### config.mk
export PLATFORM = sky130hd
export DESIGN_NAME = load_store_unit
export DESIGN_NICKNAME = d
export VERILOG_FILES = /design/src/rtl/load_store_unit.sv
export SDC_FILE = /design/constraint.sdc
export NUM_CORES = 1
export LEC_CHECK = 0
export ABC_AREA = 1
export ABC_CLOCK_PERIOD_IN_PS = 7950
export BUFFER_PORTS_ARGS = -buffer_cell sky130_fd_sc_hd__buf_2
export CAP_MARGIN = 20
export CORE_MARGIN = 5
export CORE_UTILIZATION = 53
export CTS_BUF_LIST = sky130_fd_sc_hd__clkbuf_8
export DETAILED_ROUTE_END_ITERATION = 16
export PLACE_DENSITY = 0.89
export SYNTH_ARGS = -nofsm -noshare
export SYNTH_HDL_FRONTEND = slang
export SYNTH_SLANG_ARGS = --single-unit
### constraint.sdc
create_clock -name clk -period 7.95 [get_ports clk]
set_input_delay 1.1925 -clock clk [delete_from_list [all_inputs] [get_ports clk]]
set_output_delay 1.1925 -clock clk [all_outputs]
set_load 0.02 [all_outputs]
### src/rtl/load_store_unit.sv
// rtl/load_store_unit.sv - memory-access stage: aligned dmem requests, store lanes, load extension
module load_store_unit (
  input  logic        clk,
  input  logic        rst,
  input  logic        i_valid,
  input  logic [31:0] i_result,
  input  logic [31:0] i_data_store,
  input  logic [4:0]  i_rd,
  input  logic [2:0]  i_func3,
  input  logic [6:0]  i_opcode,
  input  logic [31:0] i_pc,
  output logic        o_stall,
  output logic        o_dmem_req,
  output logic        o_dmem_we,
  output logic [31:0] o_dmem_addr,
  output logic [31:0] o_dmem_wdata,
  output logic [3:0]  o_dmem_be,
  input  logic        i_dmem_gnt,
  input  logic        i_dmem_rvalid,
  input  logic [31:0] i_dmem_rdata,
  output logic        o_wb_valid,
  output logic [31:0] o_wb_data,
  output logic [4:0]  o_rd,
  output logic        o_reg_write,
  output logic [31:0] o_pc,
  output logic        o_ls_fault,
  output logic [4:0]  o_rd_mem,
  output logic [31:0] o_mem_result
);

  localparam logic [6:0] OP_LOAD  = 7'b0000011;
  localparam logic [6:0] OP_STORE = 7'b0100011;

  typedef enum logic [1:0] {S_IDLE, S_REQ, S_WAIT} state_t;
  state_t state, state_next;

  logic [31:0] addr_q, wdata_q, pc_q;
  logic [3:0]  be_q;
  logic [2:0]  func3_q;
  logic [4:0]  rd_q;
  logic        we_q;

  logic        is_load, is_store, is_mem, func3_ok, misaligned, ls_fault;
  logic [31:0] st_wdata;
  logic [3:0]  st_be;
  logic [7:0]  ld_byte;
  logic [15:0] ld_half;
  logic [31:0] ld_data;

  // Decode and fault detection for the instruction presented by Execute
  always_comb begin
    is_load  = (i_opcode == OP_LOAD);
    is_store = (i_opcode == OP_STORE);
    is_mem   = is_load | is_store;
    func3_ok = 1'b0;
    if (is_load)
      func3_ok = (i_func3 == 3'b000) | (i_func3 == 3'b001) | (i_func3 == 3'b010) |
                 (i_func3 == 3'b100) | (i_func3 == 3'b101);
    else if (is_store)
      func3_ok = (i_func3 == 3'b000) | (i_func3 == 3'b001) | (i_func3 == 3'b010);
    misaligned = ((i_func3[1:0] == 2'b01) & i_result[0]) |
                 ((i_func3[1:0] == 2'b10) & (i_result[1:0] != 2'b00));
    ls_fault   = is_mem & (~func3_ok | misaligned);
  end

  always_comb begin
    st_wdata = i_data_store;
    st_be    = 4'b1111;
    case (i_func3[1:0])
      2'b00: begin
        st_wdata = {4{i_data_store[7:0]}};
        st_be    = 4'b0001 << i_result[1:0];
      end
      2'b01: begin
        st_wdata = {2{i_data_store[15:0]}};
        st_be    = i_result[1] ? 4'b1100 : 4'b0011;
      end
      default: ;
    endcase
  end

  always_comb begin
    case (addr_q[1:0])
      2'b00:   ld_byte = i_dmem_rdata[7:0];
      2'b01:   ld_byte = i_dmem_rdata[15:8];
      2'b10:   ld_byte = i_dmem_rdata[23:16];
      default: ld_byte = i_dmem_rdata[31:24];
    endcase
    ld_half = addr_q[1] ? i_dmem_rdata[31:16] : i_dmem_rdata[15:0];
    case (func3_q)
      3'b000:  ld_data = {{24{ld_byte[7]}}, ld_byte};
      3'b001:  ld_data = {{16{ld_half[15]}}, ld_half};
      3'b100:  ld_data = {24'd0, ld_byte};
      3'b101:  ld_data = {16'd0, ld_half};
      default: ld_data = i_dmem_rdata;
    endcase
  end

  always_ff @(posedge clk or posedge rst) begin
    if (rst) state <= S_IDLE;
    else     state <= state_next;
  end

  always_comb begin
    state_next = state;
    case (state)
      S_IDLE: if (i_valid && is_mem && !ls_fault) state_next = S_REQ;
      S_REQ:  if (i_dmem_gnt) state_next = we_q ? S_IDLE : S_WAIT;
      S_WAIT: if (i_dmem_rvalid) state_next = S_IDLE;
      default: state_next = S_IDLE;
    endcase
  end

  // Transaction latches and the writeback register set
  always_ff @(posedge clk or posedge rst) begin
    if (rst) begin
      addr_q      <= '0;
      wdata_q     <= '0;
      be_q        <= '0;
      func3_q     <= '0;
      rd_q        <= '0;
      pc_q        <= '0;
      we_q        <= 1'b0;
      o_wb_valid  <= 1'b0;
      o_wb_data   <= '0;
      o_rd        <= '0;
      o_reg_write <= 1'b0;
      o_pc        <= '0;
      o_ls_fault  <= 1'b0;
    end else begin
      o_wb_valid <= 1'b0;
      case (state)
        S_IDLE: if (i_valid) begin
          if (!is_mem || ls_fault) begin
            o_wb_valid  <= 1'b1;
            o_wb_data   <= i_result;
            o_rd        <= i_rd;
            o_pc        <= i_pc;
            o_reg_write <= !is_mem && (i_rd != 5'd0);
            o_ls_fault  <= ls_fault;
          end else begin
            addr_q  <= i_result;
            wdata_q <= st_wdata;
            be_q    <= st_be;
            func3_q <= i_func3;
            rd_q    <= i_rd;
            pc_q    <= i_pc;
            we_q    <= is_store;
          end
        end
        S_REQ: if (i_dmem_gnt && we_q) begin
          o_wb_valid  <= 1'b1;
          o_wb_data   <= addr_q;
          o_rd        <= rd_q;
          o_pc        <= pc_q;
          o_reg_write <= 1'b0;
          o_ls_fault  <= 1'b0;
        end
        S_WAIT: if (i_dmem_rvalid) begin
          o_wb_valid  <= 1'b1;
          o_wb_data   <= ld_data;
          o_rd        <= rd_q;
          o_pc        <= pc_q;
          o_reg_write <= (rd_q != 5'd0);
          o_ls_fault  <= 1'b0;
        end
        default: ;
      endcase
    end
  end

  assign o_stall      = (state != S_IDLE);
  assign o_dmem_req   = (state == S_REQ);
  assign o_dmem_we    = (state == S_REQ) & we_q;
  assign o_dmem_be    = (state == S_REQ) ? be_q : 4'b0000;
  assign o_dmem_addr  = {addr_q[31:2], 2'b00};
  assign o_dmem_wdata = wdata_q;
  assign o_rd_mem     = (o_wb_valid && o_reg_write) ? o_rd : 5'd0;
  assign o_mem_result = o_wb_data;

endmodule
### Yosys cells after proc, flatten, opt, wreduce, memory -nomap -nowiden

Cells that the tools add are included.

| storage, ports and cells | value |
|---|---|
| input port bits | 148 |
| register bits after elaboration | 183 |
| output and inout bits | 180 |
| word-level logic and storage cells | 114 |

| cells by class | value |
|---|---|
| bitwise operators | 13 |
| equal/unequal tests | 21 |
| mux-type cells | 44 |
| reduce and logical (&&, ||, !) cells | 21 |
| shift-type cells | 1 |

Operators with widths:

| cell | number |
|---|---|
| two-way mux 32 bit | 8 |
| one-hot mux 32 bit (3 select lines) | 2 |
| one-hot mux 32 bit (4 select lines) | 1 |
| one-hot mux 32 bit (2 select lines) | 1 |
| two-way mux 5 bit | 5 |
| one-hot mux 8 bit (3 select lines) | 1 |
| two-way mux 16 bit | 1 |
| one-hot mux 5 bit (3 select lines) | 1 |
| two-way mux 1 bit | 13 |
| == test 3 bit, second input constant | 4 |
| nonzero test 5 bit | 2 |
| one-hot mux 1 bit (3 select lines) | 3 |
| two-way mux 2 bit | 4 |
| two-way mux 4 bit | 2 |
| inequality test 2 bit, second input constant | 4 |
| one-hot mux 4 bit (2 select lines) | 1 |
| == test 7 x 2 -> 1 bit, second input constant | 1 |
| == test 7 x 6 -> 1 bit, second input constant | 1 |
| bitwise OR 1 bit | 7 |
| == test 2 x 1 -> 1 bit, second input constant | 3 |
| == test 2 bit, second input constant | 3 |
| == test 3 x 1 -> 1 bit, second input constant | 2 |
| logical NOT 2 bit | 3 |
| logical NOT 3 bit | 2 |
| other kinds (13) | 25 |

### Longest topological paths before layout

Gate-level depths: netlist (run 1).

| depth | value |
|---|---|
| word-level depth | 13 |
| depth in mapped cells | 13 |
| mapped depth without buffers | 10 |

### Least setup slack after synthesis (run 1)

No wires, ideal clock.

| path | value |
|---|---|
| path kind | reg2out |
| start | reg state[1] |
| end | out o_dmem_we |
| path buffers | 2 |
| data arrival time | 1.426 ns |
| required time | 6.758 ns |
| stages on the path, launching flop included | 7 |
| setup slack | 5.331 ns |
| cell sequence | dfrtp_1 inv_1 ha_1 buf_4 clkbuf_1 nand2_1 inv_1 |

| on the way | value |
|---|---|
| longest elaborated chain between the ends | 2 |

RTL lines:

| item | RTL line | source |
|---|---|---|
| start, declared | 35 | `state_t state, state_next;` |
| start signal, assigned | 101 | `else state <= state_next;` |
| == test 2 x 1 -> 1 bit | n/a |  |
| named net o_dmem_req | 13 | `output logic o_dmem_req,` |
| AND 1 bit | 174 | `assign o_dmem_we = (state == S_REQ) & we_q;` |
| end, declared | 14 | `output logic o_dmem_we,` |

The timed path passes the listed nets, and every way through them passes these cells.

### Worst setup path in the final report (run 1)

| path | value |
|---|---|
| start | reg state[0] |
| end | reg o_reg_write |

| on the way | value |
|---|---|
| longest elaborated chain between the ends | 3 |
| elaborated cells on any way between the ends | 10 |
| those cells by class | eq/ne (6); mux (1); reduce/logical (3) |

RTL lines:

| item | RTL line | source |
|---|---|---|
| == test 2 x 1 -> 1 bit, or another cell as far along | 132 | `case (state)` |
| inequality test 2 x 1 -> 1 bit (no source line), or another cell as far along | n/a |  |
| AND reduction 5 bit (no source line) | n/a |  |
| end signal, assigned | 139 | `o_reg_write <= !is_mem && (i_rd != 5'd0);` |
| end signal, assigned | 164 | `o_reg_write <= (rd_q != 5'd0);` |
| end, declared | 24 | `output logic o_reg_write,` |

Several ways; a longest one is shown, not always the timed one.
A chain may end at the register's enable or synchronous reset.

==> impl_metrics.py, run 1 <==
metrics = {
    "outcome": {
        "status": "finished clean",
    },
    "cts": {
        "clkSinkCount": 183,
        "cts-resized-gates": 0,
        "root_buffer": "clkbuf_8",
        "clk_latency_ns": 0.45,
        "cts.clk_slew.worst_paths_ns": 0.11,
        "cts_buffer_depth": 2,
        "cts_max_level": 4,
        "post-cts-setup-buffers": 0,
        "tritoncts": "yes",
        "cts_hold_buf": 0,
        "cts-buffers-inserted": 17,
    },
    "grt": {
        "grt_usage_pct": 26.6,
        "grt_antenna_before_repair": 3,
        "grt-ovfl-total": 0,
        "grt_use_met2_pct": 43.7,
        "use_met1_pct": 33.7,
        "grt_pass1_wl_mm": 46.2,
        "use_met3_pct": 7.07,
        "grt_pass1_vias": 8971,
        "grt-busiest-layer": "met2",
        "grt_max_degree": 110,
    },
    "place": {
        "dp_hpwl_mm": 20.9,
        "io_buffers": 325,
        "place_congestion": 0.954,
    },
    "drt": {
        "drt_wl_total_mm": 28.9,
        "via_count": 9203,
        "wire_per_inst_um": 16.6,
        "vias_per_cell": 5.27,
        "ant_nets": 0,
        "dr.pass1.iters": 7,
        "drc_errors": 0,
        "drt_iter0_drc": 618,
    },
    "sta": {
        "worst-slew-pin-transition_ns": 1.05,
        "clock_skew_ns": 0.0188,
        "fin_crit_sh_pct": 43.6,
        "rsz0062_at_grt": "no",
        "fin_tns_setup_ns": 0,
        "post-route-min-period_ns": 3.47,
        "setup_viol": 0,
        "relSlewSlack_pct": 30.3,
        "finalMaxSlewViolations": 0,
        "max_freq_mhz": 288,
        "hold_viol": 0,
    },
    "power": {
        "vdd_drop_max_mv": 0.189,
        "power_mw": 3.74,
        "intPower_mw": 1.98,
        "switchingPower_mw": 1.76,
        "p_leak_nw": 6.52,
        "power.density_nw_per_um2": 329,
        "p_clk_share_pct": 17.5,
        "p_comb_share_pct": 47.0,
        "seqPwrFrac_pct": 35.5,
        "switching_share_pct": 47.1,
    },
    "setup_path": {
        "worstPathMaxFanout": 77,
        "timing.critical_path.required_ns": 8.29,
        "start_kind": "flip-flop",
        "critical_path_arrival_ns": 3.80,
        "critical_path_class": "reg -> reg",
        "timing.critical_path.to_type": "flip-flop",
    },
    "floorplan": {
        "core-area_um2": 18100,
        "dieArea_um2": 21300,
        "pin_count": 328,
        "fp.dieH_um": 146,
        "dieWidth_um": 146,
        "rows": 49,
        "start_util_pct": 54.2,
    },
    "finish": {
        "fillers": 1570,
        "area_growth_pct": 16.0,
        "drive_above_1_share_pct": 26.6,
        "nets": 1654,
    },
    "logic_synthesis": {
        "yosysSeqAreaShare_pct": 46.8,
        "synthCells": 1283,
        "syn_area_um2": 9790,
        "yosys_warnings": 0,
        "yosys_register_bits": 183,
        "syn_avg_cell_area_um2": 7.63,
        "synth.distinct_cells": 32,
    },
    "job": {
        "maxCapViolCount": 0,
    },
    "min_path": {
        "hold_class": "reg -> reg",
    },
}
registers in the layout, indices dropped and copies added, names as in the netlist:
register      cells
be_q              4
o_dmem_wdata     32
pc_q             32
we_q              1
o_rd              5
state             2
func3_q           3
addr_q           32
o_reg_write       1
o_wb_valid        1
o_pc             32
rd_q              5
o_ls_fault        1
o_mem_result     32
routing by layer:
metal | wire (um) | vias to the layer above | part of all wire [%]
met5 | 25 | - | 0.086
li1 | - | 4414 | -
met2 | 13700 | 459 | 48
met4 | 1040 | 4 | 3.6
met3 | 2610 | 70 | 9.0
met1 | 11500 | 4256 | 40
synthesized netlist by cell type:
cell | number | area, um2
nand2_1 | 465 | 1750
dfrtp_1 | 183 | 4580
nor2_1 | 103 | 387
inv_1 | 81 | 304
buf_4 | 76 | 571
o21ai_1 | 70 | 350
o21ai_0 | 67 | 335
a21oi_1 | 52 | 260
mux2i_1 | 43 | 430
buf_2 | 28 | 140
nand3_1 | 24 | 120
clkbuf_1 | 20 | 75.1
or2_2 | 20 | 125
nand4_1 | 10 | 62.6
nand2_2 | 6 | 37.5
buf_6 | 5 | 56.3
inv_2 | 5 | 18.8
ha_1 | 4 | 50.1
nor2_2 | 4 | 25.0
buf_1 | 3 | 11.3
o211ai_1 | 3 | 22.5
a31oi_1 | 1 | 6.26
conb_1 | 1 | 3.75
nand3_2 | 1 | 10.0
nand3_4 | 1 | 17.5
nand3b_1 | 1 | 7.51
nor2_4 | 1 | 11.3
nor3_1 | 1 | 5.00
nor4_1 | 1 | 6.26
o21bai_1 | 1 | 7.51
o22ai_1 | 1 | 6.26
or2_1 | 1 | 6.26
stage by stage:
| stage | utilization [%] | std cells | instance area (um2) | worst slack [ns] | hold slack, ns |
|---|---|---|---|---|---|
| 6_report | 62.8 | 1745 | 11400 | 4.48 | 0.487 |
| 5_1_grt | 62.8 | 1745 | 11400 | 4.14 | 0.513 |
| 4_1_cts | 62.8 | 1744 | 11400 | 4.43 | 0.488 |
| 3_5_place_dp | 60.4 | 1712 | 10900 | 4.29 | 0.458 |
| 3_3_place_gp | 60.4 | 1712 | 10900 | 4.35 | 0.452 |
| 2_1_floorplan | - | 1284 | 9800 | 1.79 | 0.442 |
cell families after synthesis:
family                     after synthesis  share of synthesized area [%]
adders and majority gates                4                          0.511
AOI/OAI and AO/OA                      195                           10.1
DFF                                    183                           46.8
muxes                                   43                           4.39
buffers and inverters                  218                           12.0
and+or+nand+nor                        639                           26.2
other                                    1                         0.0383
worst paths after layout:
kind	startpoint	end	slack [ns]	depth (start not counted)
setup / recovery	state[0]	o_reg_write	4.48	10
hold / removal	pc_q[4]	pc_q[4]	0.49	2
setup reg to reg	state[0]	o_reg_write	4.48	10
hold reg to reg	pc_q[4]	pc_q[4]	0.49	2
max in group asynchronous	rst	o_mem_result[7]	5.62	3
min in group asynchronous	rst	o_pc[20]	0.86	2
cell usage in the layout (no fill, tap or decap), types with 6 or more instances in the layout:
cell type	instances
nand3_1	24
buf_4	6
clkbuf_8	17
nor2_1	103
mux2i_1	43
nand4_1	10
o21ai_0	67
a21oi_1	52
o21ai_1	70
buf_2	325
inv_1	80
dfrtp_1	183
clkinv_8	6
nand2_1	465
or2_2	20
worst max-delay path, stage by stage (launching register included):
cell     delay, ns
dfrtp_1       0.42
inv_1         0.13
ha_1          0.51
inv_2         0.34
o22ai_1       0.32
nor2_1        0.13
nand2_4       0.51
buf_4         0.69
inv_1         0.12
nand2_1       0.10
nand2_1       0.05
power by group through the flow:
stage / combinational (mW) / clock [mW] / sequential, mW
detailed placement: 1.77 / 0 / 1.34
CTS: 1.77 / 0.664 / 1.33
finish: 1.76 / 0.653 / 1.33
global placement: 1.71 / 0 / 1.34
global route: 1.94 / 0.702 / 1.36
floorplan: 1.14 / 0 / 1.54
area by class of cell:
type                    count  area (um2)  share of cell area [%]
clock inverters            15         194                    1.71
inverters                  86         332                    2.92
multi-input cells         883        4060                    35.7
diodes                      1        2.50                  0.0220
well taps                 229         287                    2.52
flip-flops and latches    183        4580                    40.3
clock buffers              17         234                    2.06
repair buffers            331        1670                    14.7
No activity file was read; power rests on OpenSTA's default activity.
==> run 2, diff against run 1 <==
Settings changed: ABC_CLOCK_PERIOD_IN_PS 7950 to 3550.
Clock period 7.95 ns to 3.55 ns, I/O delays scaled along.
==> run 2 against run 1 <==
Net effect: sequential power is 120% higher; utilization is 0.39 points higher; critical path depth stayed put; critical path type unchanged; maximum frequency is 19% higher; via count is 0.21% lower.
==> impl_metrics.py, run 2 (synthesized netlist as in run 1, its figures left out) <==
metrics = {
    "outcome": {
        "status": "finished clean",
    },
    "finish": {
        "nets": 1658,
        "n_antenna_cell": 0,
        "drive_above_1_share_pct": 26.9,
        "final_common_cell": "nand2_1",
        "fillers": 1536,
        "layout_common_cells": "nand2_1, buf_2, dfrtp_1",
        "area_growth_pct": 16.7,
    },
    "cts": {
        "tritoncts": "yes",
        "cts_buffer_depth": 2,
        "clk_latency_ns": 0.46,
        "cts_max_level": 4,
        "cts-resized-gates": 0,
        "root_buffer": "clkbuf_8",
        "post-cts-setup-buffers": 0,
        "cts_hold_buf": 0,
        "cts-buffers-inserted": 17,
        "clkSinkCount": 183,
        "cts.clk_slew.worst_paths_ns": 0.11,
    },
    "power": {
        "p_clk_share_pct": 18.0,
        "p_comb_share_pct": 46.8,
        "vdd_drop_max_mv": 0.407,
        "intPower_mw": 4.51,
        "switching_share_pct": 46.5,
        "switchingPower_mw": 3.92,
        "p_leak_nw": 6.56,
        "seqPwrFrac_pct": 35.3,
        "power.density_nw_per_um2": 738,
    },
    "setup_path": {
        "start_kind": "flip-flop",
        "r2r_cells": 10,
        "timing.critical_path.required_ns": 3.90,
        "r2r_end": "o_ls_fault",
        "worstPathMaxFanout": 114,
        "ff2ff_setup_slack_ns": 0.65,
        "critical_path_arrival_ns": 3.25,
        "critical_path_class": "reg -> reg",
        "timing.critical_path.to_type": "flip-flop",
        "rr_startpoint": "state[0]",
    },
    "sta": {
        "fin_tns_setup_ns": 0,
        "worst-slew-pin-transition_ns": 1.02,
        "max_freq_mhz": 344,
        "hold_viol": 0,
        "relSlewSlack_pct": 31.7,
        "clock_skew_ns": 0.0176,
        "fin_crit_sh_pct": 81.8,
        "setup_viol": 0,
        "fin_ws_ns": 0.645,
        "rsz0062_at_grt": "no",
        "post-route-min-period_ns": 2.90,
        "hold_slack_ns": 0.109,
        "finalMaxSlewViolations": 0,
    },
    "floorplan": {
        "dieArea_um2": 21300,
        "start_util_pct": 54.2,
        "rows": 49,
        "core-area_um2": 18100,
        "dieWidth_um": 146,
        "pin_count": 328,
        "fp.dieH_um": 146,
    },
    "place": {
        "place_congestion": 0.915,
        "dp_hpwl_mm": 20.9,
        "pre_cts_ws_ns": 0.694,
        "io_buffers": 325,
    },
    "grt": {
        "grt_max_degree": 115,
        "grt-ovfl-total": 0,
        "grt_pass1_wl_mm": 46.7,
        "grt_pass1_vias": 9053,
        "grt_usage_pct": 26.9,
        "grt_antenna_before_repair": 5,
    },
    "drt": {
        "ant_nets": 0,
        "dr.pass1.iters": 5,
        "drc_errors": 0,
        "wire_per_inst_um": 16.4,
        "drt_iter0_drc": 496,
        "drt_wl_total_mm": 28.6,
        "via_count": 9184,
        "vias_per_cell": 5.25,
    },
    "job": {
        "maxCapViolCount": 0,
    },
    "min_path": {
        "hold_class": "in -> async",
    },
}
run 2: cell type report:
cell class	count	area, um2	share of cell area, %
Sequential cell	183	4580	40.1
Multi-Input combinational cell	883	4060	35.5
Timing Repair Buffer	335	1740	15.2
Inverter	86	329	2.88
Tap cell	229	287	2.51
Clock buffer	17	234	2.05
Clock inverter	15	200	1.75
run 2: worst max-delay path by stage:
| stage | cells past startpoint | start | slack [ns] | endpoint |
|---|---|---|---|---|
| CTS | 10 | state[0] | 0.67 | o_reg_write |
| finish | 10 | state[0] | 0.65 | o_ls_fault |
| global placement | 10 | state[0] | 0.83 | o_reg_write |
| floorplan | 1 | rst | 0.67 | addr_q[0] |
| detailed placement | 10 | state[0] | 0.69 | o_reg_write |
| global route | 10 | state[0] | 0.42 | o_reg_write |
run 2: metal layers:
metal  GRT usage [%]  wire length, um  vias up
met4            10.7              899       10
met5               0               62        -
met1            33.9            11300     4241
met3            7.01             2670       61
li1                -                -     4419
met2            44.3            13700      453
run 2: through the flow:
stage	instances	total power, mW	utilization, %	cell area (um2)
3_3_place_gp	1716	6.85	60.8	11000
5_1_grt	1748	9.00	63.2	11400
6_report	1748	8.43	63.2	11400
3_5_place_dp	1716	6.97	60.8	11000
2_1_floorplan	1284	6.00	-	9800
4_1_cts	1748	8.49	63.2	11400
run 2: power by group through the flow:
stage                     Clock [mW]  Sequential, mW  Combinational [mW]
after global placement             0            2.99                3.86
after global routing            1.63            3.04                4.33
after floorplan                    0            3.45                2.55
final                           1.51            2.97                3.94
after CTS                       1.54            2.97                3.98
after detailed placement           0            3.00                3.98
run 2: critical path: stages, from the launching register on:
cell	delay, ns
dfrtp_1	0.43
inv_1	0.14
ha_1	0.46
inv_2	0.31
o22ai_1	0.32
nor2_1	0.14
nand2_4	0.28
buf_12	0.39
inv_1	0.12
nand2_1	0.08
nand2_1	0.04
==> run 3, diff against run 2 <==
Settings changed: ABC_CLOCK_PERIOD_IN_PS 3550 to 2400, CORE_UTILIZATION 53 to 48, PLACE_DENSITY 0.89 to 0.86.
Clock period 3.55 ns to 2.4 ns, I/O delays scaled along.
==> run 3 against run 2 <==
Net effect: sequential power is 47% higher; die area is 9.7% higher; combinational power is 51% higher; total power is 48% higher; critical path type is now reg -> out; largest cell class unchanged; highest routed layer unchanged.
==> impl_metrics.py, run 3 (synthesized netlist as in run 1, its figures left out) <==
metrics = {
    "outcome": {
        "status": "finished clean",
    },
    "sta": {
        "hold_slack_ns": 0.00666,
        "fin_ws_ns": 0.163,
        "fin_tns_setup_ns": 0,
        "rsz0062_at_grt": "no",
        "setup_viol": 0,
        "worst-slew-pin-transition_ns": 0.741,
        "hold_viol": 0,
        "relSlewSlack_pct": 50.5,
        "clock_skew_ns": 0.0221,
        "fin_crit_sh_pct": 93.2,
        "max_freq_mhz": 447,
        "post-route-min-period_ns": 2.24,
        "finalMaxSlewViolations": 0,
    },
    "cts": {
        "clkSinkCount": 183,
        "clk_latency_ns": 0.46,
        "tritoncts": "yes",
        "cts-buffers-inserted": 17,
        "post-cts-setup-buffers": 0,
        "cts_max_level": 4,
        "cts_buffer_depth": 2,
        "cts.clk_slew.worst_paths_ns": 0.11,
        "root_buffer": "clkbuf_8",
    },
    "setup_path": {
        "worstPathMaxFanout": 37,
        "timing.critical_path.to_type": "output port",
        "critical_path_arrival_ns": 1.88,
        "critical_path_class": "reg -> out",
        "start_kind": "flip-flop",
        "timing.critical_path.required_ns": 2.04,
        "r2r_cells": 11,
    },
    "drt": {
        "via_count": 9178,
        "ant_nets": 0,
        "dr.pass1.iters": 5,
        "drc_errors": 0,
        "wire_per_inst_um": 16.3,
        "drt_wl_total_mm": 29.5,
        "drt_iter0_drc": 759,
        "vias_per_cell": 5.08,
    },
    "grt": {
        "grt_pass1_vias": 9023,
        "grt-ovfl-total": 0,
        "grt_usage_pct": 24.9,
        "grt_max_degree": 76,
        "grt_antenna_before_repair": 3,
        "grt_pass1_wl_mm": 47.4,
    },
    "place": {
        "place_congestion": 0.880,
        "pre_cts_ws_ns": 0.275,
        "io_buffers": 325,
        "post_dp_cell_area_um2": 11200,
        "dp_hpwl_mm": 21.8,
        "dp.cells": 1772,
    },
    "floorplan": {
        "start_util_pct": 48.6,
        "dieArea_um2": 23400,
        "dieWidth_um": 153,
        "rows": 52,
        "core-area_um2": 20200,
        "pin_count": 328,
        "fp.dieH_um": 153,
    },
    "finish": {
        "post-route-cell-area_um2": 11600,
        "final_common_cell": "nand2_1",
        "layout_common_cells": "nand2_1, buf_2, dfrtp_1",
        "utilization_pct": 57.7,
        "drive_above_1_share_pct": 27.6,
        "nets": 1673,
        "area_growth_pct": 18.7,
        "fillers": 1805,
        "stdcell_count": 1805,
    },
    "power": {
        "vdd_drop_max_mv": 0.739,
        "power_mw": 12.5,
        "p_leak_nw": 6.63,
        "power.density_nw_per_um2": 1070,
    },
    "job": {
        "maxCapViolCount": 0,
    },
    "min_path": {
        "hold_class": "in -> async",
    },
}
-- run 3: cell types whose count changed in the layout (fill, tap and decap cells not counted), sizes merged --
| cell | delta |
|---|---|
| clkinv | +2 |
| diode | +1 |
| clkinvlp | +2 |
| inv | -3 |
| buf | +15 |
| bufinv | -1 |
-- run 3: path summary, 6_finish.rpt --
check | start | slack (ns) | to
worst max-delay path | state[1] | 0.16 | o_dmem_be[3]
worst min-delay path | rst | 0.007 | addr_q[28]
worst max register to register | state[0] | 0.23 | o_mem_result[23]
worst min register to register | pc_q[9] | 0.49 | pc_q[9]
max in group asynchronous | rst | 1.63 | addr_q[21]
min in group clk | i_result[14] | 0.10 | addr_q[14]
-- run 3: per-layer routing --
layer | GRT usage [%] | wire length [um] | part of all wire (%)
met5 | 0 | 27 | 0.092
met3 | 6.84 | 2450 | 8.3
met1 | 32.2 | 12200 | 41
met4 | 7.34 | 771 | 2.6
met2 | 41.3 | 14000 | 48
-- run 3: timing repair --
item | in CTS | in global routing
gates resized for setup | 1 | 0
endpoints found under the hold margin | 0 | 0
setup endpoints to repair | 1 | 0
hold buffers | 0 | 0
-- run 3: area by class of cell --
type                       count  area (um2)  share of cell area (%)
antenna                        1        2.50                  0.0215
clock buffer                  17         234                    2.01
clock inverter                15         179                    1.54
inverter                      86         329                    2.83
multi-input combinational    883        4060                    34.9
sequential                   183        4580                    39.4
tap                          270         338                    2.90
timing repair buffer         350        1910                    16.4
-- run 3: report_power, final --
group | leakage (nW) | internal [mW] | switching, mW
clock | 0.198 | 0.799 | 1.32
sequential | 2.39 | 3.85 | 0.536
combinational | 4.04 | 2.00 | 3.96
-- run 3: critical path, cell delays in order, from the launching register on --
cell and delay [ns]:
dfrtp_1 0.43, inv_1 0.13, ha_2 0.20, buf_6 0.32, nand2_1 0.09, inv_1 0.09, buf_2 0.17
